**config.mk**
```make
export PLATFORM = sky130hd
export DESIGN_NAME = multu_sequencer_flat
export DESIGN_NICKNAME = d
export VERILOG_FILES = /design/src/rtl/multu_seq_pkg.sv /design/src/rtl/multu_sequencer_if.sv /design/src/rtl/multu_shift_add_dp.sv /design/src/rtl/multu_sequencer.sv /design/src/flat_wrapper.sv
export SDC_FILE = /design/constraint.sdc
export NUM_CORES = 1
export LEC_CHECK = 0
export ABC_AREA = 1
export ABC_CLOCK_PERIOD_IN_PS = 4900
export BUFFER_PORTS_ARGS = -buffer_cell sky130_fd_sc_hd__clkbuf_2
export CORE_UTILIZATION = 39
export DETAILED_ROUTE_END_ITERATION = 6
export GPL_TIMING_DRIVEN = 1
export SLEW_MARGIN = 10
export SYNTH_ARGS = -nofsm -noshare
export SYNTH_HDL_FRONTEND = slang
export SYNTH_SLANG_ARGS = --single-unit
```
**constraint.sdc**
```tcl
create_clock -name clk -period 4.9 [get_ports clk]
set_clock_uncertainty 0.1 [all_clocks]
set_input_delay 0.49 -clock clk [delete_from_list [all_inputs] [get_ports clk]]
set_output_delay 0.49 -clock clk [all_outputs]
set_load 0.005 [all_outputs]
```
**src/rtl/multu_seq_pkg.sv**
```systemverilog
// =============================================================================
// Module      : multu_seq_pkg
// Description : Request opcode encodings and FSM state encoding for the
//               sequential unsigned multiplier.
// Revision    : 1.0 - initial release
// =============================================================================
`default_nettype none

package multu_seq_pkg;

    localparam logic [1:0] OP_MULTU = 2'b00;
    localparam logic [1:0] OP_MFHI  = 2'b01;
    localparam logic [1:0] OP_MFLO  = 2'b10;
    localparam logic [1:0] OP_RSVD  = 2'b11;

    typedef enum logic [1:0] {
        IDLE   = 2'd0,
        MUL    = 2'd1,
        COMMIT = 2'd2
    } state_e;

endpackage

`default_nettype wire

```
**src/rtl/multu_sequencer_if.sv**
```systemverilog
// =============================================================================
// Module      : multu_sequencer_if
// Description : Request/response and result bus of the sequential multiplier.
// Revision    : 1.0 - initial release
// =============================================================================
`default_nettype none

interface multu_sequencer_if #(
    parameter int WIDTH = 32
);
    logic             req_valid;
    logic [1:0]       req_op;
    logic [WIDTH-1:0] dataA;
    logic [WIDTH-1:0] dataB;
    logic             req_ready;
    logic             rsp_valid;
    logic [WIDTH-1:0] rsp_data;
    logic [WIDTH-1:0] HiOut;
    logic [WIDTH-1:0] LoOut;
    logic             busy;

    modport master (
        output req_valid, req_op, dataA, dataB,
        input  req_ready, rsp_valid, rsp_data, HiOut, LoOut, busy
    );

    modport slave (
        input  req_valid, req_op, dataA, dataB,
        output req_ready, rsp_valid, rsp_data, HiOut, LoOut, busy
    );
endinterface

`default_nettype wire

```
**src/rtl/multu_shift_add_dp.sv**
```systemverilog
// =============================================================================
// Module      : multu_shift_add_dp
// Description : Shift-add datapath, one multiplier bit per step.
//               MULTU_SEQ_EARLY_EXIT_EN: o_last also fires once the remaining
//               multiplier bits are all zero.
// Revision    : 1.0 - initial release
// =============================================================================
`default_nettype none

module multu_shift_add_dp #(
    parameter int WIDTH = 32
) (
    input  wire logic               clk,
    input  wire logic               reset,
    input  wire logic               i_load,
    input  wire logic               i_step,
    input  wire logic [WIDTH-1:0]   i_a,
    input  wire logic [WIDTH-1:0]   i_b,
    output logic      [2*WIDTH-1:0] o_prod,
    output logic                    o_last
);
    localparam int CW = (WIDTH > 1) ? $clog2(WIDTH) : 1;
    localparam logic [CW-1:0] c_LAST_CNT = CW'(WIDTH - 1);

    logic [2*WIDTH-1:0] r_prod;
    logic [2*WIDTH-1:0] r_mcand;
    logic [WIDTH-1:0]   r_mplier;
    logic [CW-1:0]      r_cnt;

    always_ff @(posedge clk or negedge reset) begin
        if (!reset) begin
            r_prod   <= '0;
            r_mcand  <= '0;
            r_mplier <= '0;
            r_cnt    <= '0;
        end else if (i_load) begin
            r_prod   <= '0;
            r_mcand  <= {{WIDTH{1'b0}}, i_a};
            r_mplier <= i_b;
            r_cnt    <= '0;
        end else if (i_step) begin
            if (r_mplier[0]) begin
                r_prod <= r_prod + r_mcand;
            end
            r_mcand  <= r_mcand << 1;
            r_mplier <= r_mplier >> 1;
            r_cnt    <= r_cnt + 1'b1;
        end
    end

    // Flags the step currently being taken as the final one.
`ifdef MULTU_SEQ_EARLY_EXIT_EN
    assign o_last = (r_cnt == c_LAST_CNT) || (r_mplier[WIDTH-1:1] == '0);
`else
    assign o_last = (r_cnt == c_LAST_CNT);
`endif

    assign o_prod = r_prod;

endmodule

`default_nettype wire

```
**src/rtl/multu_sequencer.sv**
```systemverilog
// =============================================================================
// Module      : multu_sequencer
// Description : Sequential unsigned multiplier with Hi/Lo result registers and
//               MFHI/MFLO read requests. Optional MULTU_SEQ_EARLY_EXIT_EN.
// Revision    : 1.0 - initial release
// =============================================================================
`default_nettype none

module multu_sequencer
    import multu_seq_pkg::*;
#(
    parameter int WIDTH = 32
) (
    input  wire logic         clk,
    input  wire logic         reset,
    multu_sequencer_if.slave  bus
);
    localparam logic [1:0] S_IDLE   = IDLE;
    localparam logic [1:0] S_MUL    = MUL;
    localparam logic [1:0] S_COMMIT = COMMIT;

    logic [1:0]         r_state;
    logic [WIDTH-1:0]   r_hi;
    logic [WIDTH-1:0]   r_lo;
    logic               r_rsp_valid;
    logic [WIDTH-1:0]   r_rsp_data;

    logic               w_accept;
    logic               w_load;
    logic               w_last;
    logic [2*WIDTH-1:0] w_prod;

    assign w_accept = bus.req_valid && (r_state == S_IDLE);
    assign w_load   = w_accept && (bus.req_op == OP_MULTU);

    multu_shift_add_dp #(
        .WIDTH (WIDTH)
    ) u_dp (
        .clk    (clk),
        .reset  (reset),
        .i_load (w_load),
        .i_step (r_state == S_MUL),
        .i_a    (bus.dataA),
        .i_b    (bus.dataB),
        .o_prod (w_prod),
        .o_last (w_last)
    );

    always_ff @(posedge clk or negedge reset) begin
        if (!reset) begin
            r_state <= S_IDLE;
            r_hi    <= '0;
            r_lo    <= '0;
        end else begin
            case (r_state)
                S_IDLE: begin
                    if (w_load) begin
                        r_state <= S_MUL;
                    end
                end
                S_MUL: begin
                    if (w_last) begin
                        r_state <= S_COMMIT;
                    end
                end
                S_COMMIT: begin
                    r_hi    <= w_prod[2*WIDTH-1:WIDTH];
                    r_lo    <= w_prod[WIDTH-1:0];
                    r_state <= S_IDLE;
                end
                default: r_state <= S_IDLE;
            endcase
        end
    end

    // rsp_data keeps its last value; only rsp_valid is a pulse.
    always_ff @(posedge clk or negedge reset) begin
        if (!reset) begin
            r_rsp_valid <= 1'b0;
            r_rsp_data  <= '0;
        end else begin
            r_rsp_valid <= 1'b0;
            if (w_accept && (bus.req_op == OP_MFHI)) begin
                r_rsp_valid <= 1'b1;
                r_rsp_data  <= r_hi;
            end else if (w_accept && (bus.req_op == OP_MFLO)) begin
                r_rsp_valid <= 1'b1;
                r_rsp_data  <= r_lo;
            end
        end
    end

    assign bus.req_ready = (r_state == S_IDLE);
    assign bus.busy      = (r_state != S_IDLE);
    assign bus.rsp_valid = r_rsp_valid;
    assign bus.rsp_data  = r_rsp_data;
    assign bus.HiOut     = r_hi;
    assign bus.LoOut     = r_lo;

endmodule

`default_nettype wire

```
**src/flat_wrapper.sv**
```systemverilog
// flat-port wrapper written by rule: the top's interface ports become plain ports
module multu_sequencer_flat import multu_seq_pkg::*;
#(
    parameter int WIDTH = 32
)
  (clk, reset, bus_req_valid, bus_req_op, bus_dataA, bus_dataB, bus_req_ready, bus_rsp_valid, bus_rsp_data, bus_HiOut, bus_LoOut, bus_busy);
  multu_sequencer_if #(.WIDTH(WIDTH)) bus_i ();
  input  wire logic clk;
  input  wire logic reset;
  input wire logic [$bits(bus_i.req_valid)-1:0] bus_req_valid;
  input wire logic [$bits(bus_i.req_op)-1:0] bus_req_op;
  input wire logic [$bits(bus_i.dataA)-1:0] bus_dataA;
  input wire logic [$bits(bus_i.dataB)-1:0] bus_dataB;
  output wire logic [$bits(bus_i.req_ready)-1:0] bus_req_ready;
  output wire logic [$bits(bus_i.rsp_valid)-1:0] bus_rsp_valid;
  output wire logic [$bits(bus_i.rsp_data)-1:0] bus_rsp_data;
  output wire logic [$bits(bus_i.HiOut)-1:0] bus_HiOut;
  output wire logic [$bits(bus_i.LoOut)-1:0] bus_LoOut;
  output wire logic [$bits(bus_i.busy)-1:0] bus_busy;
  assign bus_i.req_valid = bus_req_valid;
  assign bus_i.req_op = bus_req_op;
  assign bus_i.dataA = bus_dataA;
  assign bus_i.dataB = bus_dataB;
  assign bus_req_ready = bus_i.req_ready;
  assign bus_rsp_valid = bus_i.rsp_valid;
  assign bus_rsp_data = bus_i.rsp_data;
  assign bus_HiOut = bus_i.HiOut;
  assign bus_LoOut = bus_i.LoOut;
  assign bus_busy = bus_i.busy;
  multu_sequencer #(.WIDTH(WIDTH)) u_core (.clk(clk), .reset(reset), .bus(bus_i));
endmodule
```
==> impl_results.md <==
- Final TNS setup: 0 ns
- Initial antenna violation count: 1
- Die width: 205 um
- Worst skew pair latency: 0.59 ns
- Non-Filler Instances: 3065
- Synthesized instance count: 2365
- Largest family of logic cells by synthesized area: simple AND/OR/NAND/NOR gates
- Antenna-violating nets left: 0
- Status: finished clean
- Critical path data arrival time: 3.69 ns
- Max Used Layer: met5
- Initial core utilization: 0.395
- Antenna Cells: 0
- Required time of the critical path: 5.29 ns
- Core ar.: 0.0407 mm^2
- Seq/Total Area, Yosys: 0.410
- Compound-gate portion of the synthesized area: 0.117
- Fmax: 0.303 GHz
- Final setup vio count: 0
- CTS resizes: 0
- CTS max path bufs: 3
- Worst rel slew slack: 0.182
- Critical path capture point type: register
- Die area: 0.0421 mm^2
- GPL Wtd Cong: 0.991
- Num CTS Buffers: 30
- Hold buffer count at cts: 1
- Filler instances: 4244
- Clock sinks: 264
- Clock Pin Slew Worst Setup and Hold Paths: 0.07 ns
- H-tree Lvls: 1
- CP Class: register to register
- Yosys cell types: 37
- Number of DRC markers in iteration 0: 1277
- Crit-path max FO: 54
- Hold slack: 0.0265 ns
- Vias in the first global route: 14400
- Synth Area in Simple Gates: 0.298
- Slew @ Worst Pin: 1.22 ns
- Leak: 10.5 nW
- # DRC: 0
- CTS tree: yes
- Period utilisation layout: 0.675
- HP Class: primary input to register
- Placed insts: 3008
- Synthesized net count: 2500
- Final wirelength: 54400 um
- PnR worst setup slack: 1.59 ns
- Metal2 WL: 25300 um
- Die H: 205 um
- Share of cells above drive strength 1: 0.0975
- Mux share of post-synthesis cell area: 0.000699
- RSZ-0062 raised after global routing: no
- Number of max-slew violations in the final report: 0
- Max Cap Viol: 0
- Final Hold Vio Count: 0
- Post-Synth Adder-Cell Area: 0.0518
- R2r setup slk: 1.59 ns
- Peak VDD IR: 354 uV
- Worst setup slack after placement: 1.67 ns
- Startpoint Class: register
- Vias: 15300
- Drt first pass iters: 6
- Area growth from synthesis to layout: 14.8%
- Nets: 2644
- Postcts setup bufs: 0
- Clk root buf: clkbuf_16
- Largest net degree at the start of global routing: 98
- Metal3 WL: 2860 um
- Post-Synth XOR/XNOR Area: 0.00218
- Vias/cell: 5.00
- Period minus WS final: 3.31 ns
- YS warnings: 0
- Grt total ovfl: 0
- Syn avg cell area: 6.81 um^2
- Per-cell routed wire length: 17.7 um
- HPWL Detailed: 42100 um
- Register bit total from synthesis: 264
- Boundary Pins: 168
- FP Rows: 74
- Pwr dens: 530 mW/mm^2
- # port buffers: 167
- DRT met1 WL: 24800 um
- GRT Total Usage: 0.259
- Finished Core Util: 0.454
- Post-Syn Area: 0.0161 mm^2
- First-pass GRT wire length: 83300 um
synth_stat cells:
cell      number  area, um^2
mux2_2         1        11.3
nand2_1      845        3170
fa_1           1        20.0
buf_1          3        11.3
a22oi_1       66         495
nor4_1         2        12.5
nor2_2         1        6.26
clkbuf_1      51         191
o21ai_1        4        20.0
o21ai_0       83         415
nor3_4         2        32.5
inv_1        428        1610
nor2_4         2        22.5
xor2_1         1        8.76
nand4_1        7        43.8
o21bai_1       2        15.0
buf_4          2        15.0
xnor2_1        3        26.3
o32ai_1        1        8.76
o22ai_1       21         131
a21oi_1       87         435
and2_1         2        12.5
buf_2          8        40.0
nand2_4        1        11.3
nor2_1       213         800
dfrtp_1      264        6610
buf_6          4        45.0
nand2_2        1        6.26
nor3_1        47         235
nand3_1       85         425
ha_1          65         813
or2_2          2        12.5
a21boi_0       2        15.0
inv_2          6        22.5
a22o_1         1        8.76
a31oi_1       30         188
a211oi_1      21         158
sequential cells by signal, indices dropped and copies added (netlist names):
name                  flops
u_core.bus.HiOut         32
u_core.bus.LoOut         32
u_core.bus.rsp_data      32
u_core.bus.rsp_valid      1
u_core.r_state            2
u_core.u_dp.o_prod       64
u_core.u_dp.r_cnt         5
u_core.u_dp.r_mcand      64
u_core.u_dp.r_mplier     32
logic make-up (layout without fill, tap and decap cells):
kind of cell	Yosys count	in the layout
and+or+nand+nor	1210	1210
adders and majority gates	66	66
DFF	264	264
AOI/OAI and AO/OA	318	318
xor gates and xnor gates	4	4
buffers and inverters	502	670
muxes	1	1
cells in the final DEF, fill, tap and decap left out, types with 5 or more instances in the layout:
cell,n
clkbuf_16,30
inv_1,428
ha_1,65
o22ai_1,21
inv_2,6
nand3_1,85
buf_4,11
nand4_1,7
clkinv_2,10
a211oi_1,21
dfrtp_1,264
clkbuf_2,166
bufinv_16,5
a21oi_1,87
nor3_1,47
a31oi_1,30
clkbuf_1,5
a22oi_1,66
nor2_1,213
nand2_1,844
o21ai_0,83
report_power, final:
group	leakage [nW]	switching [W]	internal (W)
Combinational	6.98	0.00281	0.00127
Sequential	3.05	0.000558	0.00276
Clock	0.516	0.000983	0.00143
final timing paths:
check	startpoint	cells after the start	endpoint
worst max register to register	u_core.r_state[1]	8	u_core.bus.rsp_data[27]
worst max-delay path	u_core.r_state[1]	8	u_core.bus.rsp_data[27]
worst min register to register	u_core.u_dp.r_cnt[2]	1	u_core.u_dp.r_cnt[2]
max in group asynchronous	reset	3	u_core.u_dp.r_mcand[50]
worst min-delay path	bus_dataB[31]	3	u_core.u_dp.r_mplier[31]
min in group asynchronous	reset	2	u_core.bus.LoOut[18]
per-stage QoR:
| step | power [W] | cell area (um^2) |
|---|---|---|
| finish | 0.00979 | 18500 |
| global placement | 0.00731 | 17400 |
| CTS | 0.00984 | 18500 |
| detailed placement | 0.00739 | 17400 |
| floorplan | 0.00594 | 16100 |
| global route | 0.0105 | 18500 |
layout make-up:
class / instances / area [um^2] / area share
Multi-Input combinational cell: 1599 / 7570 / 0.410
Sequential cell: 264 / 6610 / 0.357
Inverter: 434 / 1630 / 0.0881
Timing Repair Buffer: 180 / 958 / 0.0518
Clock buffer: 37 / 797 / 0.0431
Tap cell: 532 / 666 / 0.0360
Clock inverter: 19 / 254 / 0.0137
critical path, cell delays in order, from the launching register on:
cell and delay (ns):
dfrtp_1 0.53, nor2_4 0.18, nand2_2 0.11, nor3_4 0.11
buf_4 0.48, inv_1 0.33, nand2_1 0.98, nor2_1 0.11
a211oi_1 0.25
layer usage:
metal | track usage | vias up
met1 | 0.355 | 7156
met4 | 0.0738 | 2
met5 | 0 | -
met2 | 0.433 | 429
met3 | 0.0242 | 75
li1 | - | 7668
Note: power is estimated with default switching activity, not from simulation.
